## config.mk

```make
export PLATFORM = sky130hd
export DESIGN_NAME = regfile_sb
export DESIGN_NICKNAME = d
export VERILOG_FILES = /design/src/rtl/regfile_sb.sv
export SDC_FILE = /design/constraint.sdc
export NUM_CORES = 1
export LEC_CHECK = 0
export BUFFER_PORTS_ARGS = -buffer_cell sky130_fd_sc_hd__buf_2
export CAP_MARGIN = 20
export CORE_AREA = 2 2 329 331
export DETAILED_ROUTE_END_ITERATION = 8
export DIE_AREA = 0 0 331 333
export PLACE_DENSITY = 0.68
export SYNTH_ARGS = -nofsm -noshare
export SYNTH_HDL_FRONTEND = slang
export SYNTH_SLANG_ARGS = --single-unit
```

## constraint.sdc

```tcl
create_clock -name clk -period 8.83 [get_ports clk]
set_input_delay 1.766 -clock clk [delete_from_list [all_inputs] [get_ports clk]]
set_output_delay 1.766 -clock clk [all_outputs]
set_load 0.005 [all_outputs]
```

## src/rtl/regfile_sb.sv

```systemverilog
// regfile_sb: parametrised register file with byte-masked writes, pending-write scoreboard and post-reset zeroing.
// Define RF_BYPASS_EN to forward same-cycle writeback data (byte-merged) to the read ports.
module regfile_sb #(
  parameter int DATA_W = 32,
  parameter int ADDR_W = 5,
  parameter int NR = 2
) (
  input  logic                  clk,
  input  logic                  resetn,
  input  logic [NR*ADDR_W-1:0]  raddr,
  output logic [NR*DATA_W-1:0]  rdata,
  output logic [NR-1:0]         rbusy,
  input  logic                  set_valid,
  input  logic [ADDR_W-1:0]     set_addr,
  input  logic                  wen,
  input  logic [ADDR_W-1:0]     waddr,
  input  logic [DATA_W/8-1:0]   wbytes,
  input  logic [DATA_W-1:0]     wdata,
  output logic                  ready,
  output logic [DATA_W/8-1:0]   debug_wb_rf_wen,
  output logic [ADDR_W-1:0]     debug_wb_rf_wnum,
  output logic [DATA_W-1:0]     debug_wb_rf_wdata
);
  localparam int NB = DATA_W / 8;
  localparam int DEPTH = 1 << ADDR_W;
  typedef enum logic {INIT, RUN} state_t;
  state_t state;
  logic [ADDR_W-1:0] cnt;
  logic [DEPTH-1:0] busy, busy_nxt;
  logic [DATA_W-1:0] rf [DEPTH];
  logic [DATA_W-1:0] wmask;
  logic commit;
  assign commit = ready && wen && waddr != '0;
  for (genvar k = 0; k < NB; k++) begin : g_mask
    assign wmask[k*8 +: 8] = {8{wbytes[k]}};
  end
  // Set after clear so a same-edge issue of the same destination keeps it busy.
  always_comb begin
    busy_nxt = busy;
    if (commit) busy_nxt[waddr] = 1'b0;
    if (set_valid && set_addr != '0) busy_nxt[set_addr] = 1'b1;
    busy_nxt[0] = 1'b0;
  end
  always_ff @(posedge clk or negedge resetn)
    if (!resetn) begin
      state <= INIT;
      cnt <= ADDR_W'(1);
      ready <= 1'b0;
      busy <= '0;
    end else if (state == INIT) begin
      cnt <= cnt + ADDR_W'(1);
      if (&cnt) begin
        state <= RUN;
        ready <= 1'b1;
      end
    end else begin
      busy <= busy_nxt;
    end
  always_ff @(posedge clk)
    if (state == INIT) rf[cnt] <= '0;
    else if (commit) rf[waddr] <= (rf[waddr] & ~wmask) | (wdata & wmask);
  for (genvar i = 0; i < NR; i++) begin : g_rd
    logic [ADDR_W-1:0] a;
    logic hit;
    logic [DATA_W-1:0] q;
    assign a = raddr[i*ADDR_W +: ADDR_W];
`ifdef RF_BYPASS_EN
    assign hit = commit && waddr == a;
    assign q = hit ? (rf[a] & ~wmask) | (wdata & wmask) : rf[a];
`else
    assign hit = 1'b0;
    assign q = rf[a];
`endif
    assign rdata[i*DATA_W +: DATA_W] = (ready && a != '0) ? q : '0;
    assign rbusy[i] = ready && busy[a] && !hit;
  end
  assign debug_wb_rf_wen = commit ? wbytes : '0;
  assign debug_wb_rf_wnum = waddr;
  assign debug_wb_rf_wdata = wdata;
endmodule

```

## Yosys cells after proc, flatten, opt, wreduce, memory -nomap -nowiden

Memories as Yosys holds them, arrays and structs flattened.
Cells that the tools add are included.
Widths: inputs -> output; s select.

| cells by class | value |
|---|---|
| add/sub/neg operators | 1 |
| magnitude comparators | 6 |
| mux-type cells | 22 |
| bitwise gates (word level) | 8 |
| reductions and logical operators | 16 |

Operators by type and width:

| kind | count |
|---|---|
| $mux 32 | 5 |
| $and 32x32->32 | 3 |
| $not 32->32 | 2 |
| $or 32x32->32 | 2 |
| $reduce_or 32->1 | 1 |
| $lt 5x6->1 const B | 4 |
| $reduce_bool 5->1 | 4 |
| $mux 1 | 11 |
| $bmux 1 s5 | 2 |
| $demux 1 s5 | 2 |
| $ge 5x1->1 const B | 2 |
| $logic_and 1x1->1 | 9 |
| $reduce_and 6->1 | 1 |
| $add 5x1->5 const B | 1 |
| $mux 5 | 1 |
| $reduce_and 5->1 | 1 |
| $mux 4 | 1 |
| $not 1->1 | 1 |

| word-level totals | value |
|---|---|
| flip-flop bits (word level) | 38 |
| RAM bits | 1024 |
| input port bits | 60 |
| memories kept | 1 |

Memories:

| memory | words | width | rd ports | clocked after memory_dff | write ports | line | source |
|---|---|---|---|---|---|---|---|
| rf | 32 | 32 | 3 | 0 | 1 | 30 | `logic [DATA_W-1:0] rf [DEPTH];` |

## Logic depth before layout (Yosys ltp)

| logic depth | value |
|---|---|
| depth after elaboration | 9 |
| mapped depth | 9 |
| depth with buffers taken out | 5 |

## Worst setup path before layout

No wires, ideal clock.

| path | value |
|---|---|
| kind | input to register |
| start | in waddr[3] |
| end | mem rf[9][0], enable pin |
| library setup time | 0.461 ns |
| arrival time | 5.016 ns |
| required time | 8.369 ns |
| setup slack | 3.353 ns |
| stages | 6 |
| path buffers | 2 |
| path through | buf_2 > nor3_2 > a21oi_1 > buf_2 > mux2i_1 > nor3_1 |

| between the ends | value |
|---|---|
| longest elaborated chain between the ends | 7 |
| elaborated cells between the ends (all ways) | 8 |
| classes of those cells | mux (5); reduce/logical (3) |

RTL lines:

| what | line | source |
|---|---|---|
| start, declared | 16 | `input logic [ADDR_W-1:0] waddr,` |
| $reduce_bool 5->1 | 33 | `assign commit = ready && wen && waddr != '0;` |
| $logic_and 1x1->1 | 33 |  |
| $mux 1 | 61 | `else if (commit) rf[waddr] <= (rf[waddr] & ~wmask) \| (wdata & wmask);` |
| $mux 1 | 60 | `if (state == INIT) rf[cnt] <= '0;` |
| $mux 1 (implied by the code) | 61 |  |
| $reduce_or 32->1 (no source line) | - |  |
| $mux 5 (no source line) or $mux 1 (tied branches) | - |  |
| end, declared | 30 |  |

Parallel ways exist; a longest one is shown, timed or not.

## Final worst setup path

| path | value |
|---|---|
| start | in raddr[0] |
| end | out rdata[15] |

| between the ends | value |
|---|---|
| longest elaborated chain between the ends | 3 |
| elaborated cells between the ends (all ways) | 4 |
| classes of those cells | mux (1); reduce/logical (2); memory (1) |

RTL lines:

| what | line | source |
|---|---|---|
| start, declared | 10 | `input logic [NR*ADDR_W-1:0] raddr,` |
| branches (longest 2 deep; another with $mem_v2 32x32) | - |  |
| $mux 32 (*) | 74 | `assign rdata[i*DATA_W +: DATA_W] = (ready && a != '0) ? q : '0;` |
| end, declared | 11 | `output logic [NR*DATA_W-1:0] rdata,` |

Mark *: on every way between the ends.

==> results.md <==
* Status: completed
* Via count at 37830
* Clock Skew at 23.11 ps
* Crit path capture type: output port
* Critical R2R Capture: rf[0][24]$_DFFE_PP_
* Leak at 20.93 nW
* Clk_lat worst skew at 720 ps
* Hold EP: cnt[0]$_DFFE_PN1N_
* Clock Path Buffers at 3
* CTS root buf: clkbuf_16
* Synthesized flop and latch total at 1062
* Final total power at 0.01200 W
* WL per Instance at 41.39 um
* Final WS setup at 2450 ps
* CTS Sinks at about 1100
* Die X at 331 um
* WP data arrival at roughly 4600 ps
* Worst-Margin Slew at 1191 ps
* Port buffer count at around 170
* Core ar. at 106600 um^2
* Placed insts at between 4000 and 5000
* Hold path depth at 1
* Slew margin rel. at 20.42%
* Total track usage at 36.17%
* CTS buffer count at between 100 and 150
* Multi-input gate area at 25000 um^2
* Final WL at just under 200000 um
* Layout cells sized above 1 at 41.04%
* Min Clock Period, post-route at between 6000 and 7000 ps
* EDFF count, synth at 1024
* Max-Cap Viols at 0
* Netlist Area Pre-Place at 58150 um^2
* H-tree levels at 3
* Synth Area per Inst at 18.09 um^2
* Residual DRC at 0
* Finish-stage setup viols at 0
* Design area at 64550 um^2
* CTS tree: built
* R2r startpoint: ready$_DFFE_PN0P_
* Post-placement cell area at between 60000 and 70000 um^2
* Starting density of the core at 54.55%
* Num rows at 120
* R2r setup slk at 4440 ps
* Number of global-route vias before repair at about 38000
* Final Wtd Congestion at 0.8949
* First-pass GRT wire length at 278700 um
* TritonRoute pass-1 iters at 6
* Setup TNS at 0 ps
* I/O pin count at about 170
* RSZ-0062 raised after global routing: false
* Mapped Nets at 3277
* CTS-repair resized insts at 0
* Syn Inst Count at 3215
* Critical path data required time at 7060 ps
* Post-CTS Hold Buffers at 0
* Maximum vdd ir drop at 0.1571 mV
* Iter 0 DRT Violations at around 6500
* R2R depth at 8
* Register Area at between 30000 and 40000 um^2
* HP Start: cnt[0]$_DFFE_PN1N_
* Post-Route M1 WL at 66760 um
* PwrDens at 185.9 nW/um^2
* Area growth syn-to-layout at 11.01%
* DR vias/cell at 7.918
* Fill cell count at 7437
* Dpl hpwl at about 110000 um
* Post-CTS setup buffer count at 0
* Die height at 333 um
* Final number of max-transition violations at 0
* Fin. Hold Viols at 0
* YS warnings at 0
* Max Clk Rate at 0.1567 GHz
* Top FF cell, synth: edfxtp_1
* Layout net count at 3340
* CP max FO at 64
* Final Non-Filler Cells at 4778
* Die ar. at between 100000 and 150000 um^2
* Post-synth cell types at 52
* Top sig layer: met5
* Pin count of the biggest net entering global routing at 133
* Asr flop ratio synth at 3.578%
* Met2 Wirelength at a little over 90000 um
* Fin crit share at 72.25%
* Routed length on met3 at 26750 um
* Initial antenna violation count at 10
* Critical path class: primary input to output port
* Pre-CTS WS at 2431 ps
* HP Class: flip-flop to flip-flop
* Grt ovf at 0
* CP Launch Type: primary input
* Routed Antenna Nets at 0
* Seq/Total Area, Yosys at a little over half
* Clock transition at the registers of the reported paths at around 60 ps
-- cell type report --
type / instances / area share, %
Sequential cell: 1062 / 49.11
Multi-Input combinational cell: 1759 / 38.73
Clock buffer: 122 / 4.400
Timing Repair Buffer: 272 / 3.154
Tap cell: 1403 / 2.719
Clock inverter: 83 / 1.452
Inverter: 72 / 0.4187
Antenna cell: 5 / 0.01938
-- synth_stat cells, types with 2 or more instances --
master | instances | area share (%)
o21ai_0 | 99 | 0.85
xnor2_1 | 3 | 0.045
a21oi_1 | 70 | 0.60
a211oi_1 | 2 | 0.026
or2_2 | 6 | 0.065
nand2_1 | 29 | 0.19
mux2i_1 | 212 | 3.6
mux4_2 | 775 | 30
buf_4 | 78 | 1.0
nor2b_1 | 12 | 0.13
or3_1 | 3 | 0.032
a22oi_1 | 47 | 0.61
or4_1 | 2 | 0.026
buf_6 | 23 | 0.45
nand2b_1 | 12 | 0.13
and3_1 | 7 | 0.075
a22o_1 | 41 | 0.62
inv_1 | 44 | 0.28
and2_1 | 5 | 0.054
a31oi_1 | 35 | 0.38
nor4_1 | 19 | 0.20
o32ai_1 | 3 | 0.045
edfxtp_1 | 1024 | 53
nor3_1 | 23 | 0.20
ha_1 | 2 | 0.043
mux2_2 | 75 | 1.5
clkinv_1 | 28 | 0.18
buf_2 | 85 | 0.73
nor3b_1 | 2 | 0.026
o31ai_1 | 2 | 0.026
buf_1 | 34 | 0.22
o22ai_1 | 128 | 1.4
clkbuf_1 | 102 | 0.66
nor2_1 | 114 | 0.74
nand3_1 | 15 | 0.13
nand3b_1 | 2 | 0.026
dfrtp_1 | 37 | 1.6
-- placed cells by master (no fill, tap or decap), drive strengths merged, types with 15 or more instances in the layout --
master and instances:
a22o 41, bufinv 18, edfxtp 1024, mux4 775
nor2 114, clkinv 77, nor3 24, buf 272
a31oi 35, a21oi 70, mux2 75, mux2i 212
o21ai 99, clkbuf 122, nand2 29, nor4 19
o22ai 128, inv 48, nand3 15, a22oi 47
dfrtp 37
-- kinds of logic (layout without fill, tap and decap cells) --
kind of cell	count (synthesis)	count (layout)	share of synthesized area [%]
adders and majority gates	2	2	0.04303
AOI/OAI and AO/OA	436	436	4.665
muxes	1062	1062	35.12
other	0	5	0
buffers and inverters	394	549	3.527
xor gates and xnor gates	3	3	0.04519
DFF	1062	1062	54.52
and+or+nand+nor	256	256	2.083
-- worst max-delay path: stages --
cell and delay, ps:
buf_8 610, buf_12 540, mux4_2 570, mux4_2 490
inv_1 70, o22ai_1 200, buf_2 250
-- worst max-delay path by stage --
| stage | cells past startpoint | to | startpoint | slack [ps] |
|---|---|---|---|---|
| after floorplan | 6 | rf[9][0]$_DFFE_PP_ | waddr[3] | 3350 |
| after global placement | 7 | rdata[15] | raddr[0] | 2430 |
| after detailed placement | 7 | rdata[53] | raddr[5] | 2430 |
| after CTS | 7 | rdata[15] | raddr[0] | 2420 |
| after global routing | 7 | rdata[15] | raddr[0] | 2280 |
| final | 7 | rdata[15] | raddr[0] | 2450 |
-- layer usage --
metal	global-route usage (%)	up-vias
met5	0	-
met4	19.31	8
met3	9.155	692
met2	54.61	3430
met1	48.79	19660
li1	-	14040
-- state kept, by name, indices dropped and copies added, names as in the netlist --
name / count
busy: 31
cnt: 5
ready: 1
rf: 1024
state: 1
-- per-stage QoR --
stage          util (%)  hold WS [ps]
6_report          60.56         517.8
5_1_grt           60.54         548.0
4_1_cts           60.34         514.2
3_5_place_dp      56.80         505.4
3_3_place_gp      56.68         499.8
2_1_floorplan         -         484.5
-- power by group --
| part | total (W) | switching [W] | internal, W |
|---|---|---|---|
| Sequential | 0.00566 | 0.0000340 | 0.00563 |
| Clock | 0.00490 | 0.00206 | 0.00285 |
| Combinational | 0.00144 | 0.000847 | 0.000591 |
(Power assumes the default switching activity.)
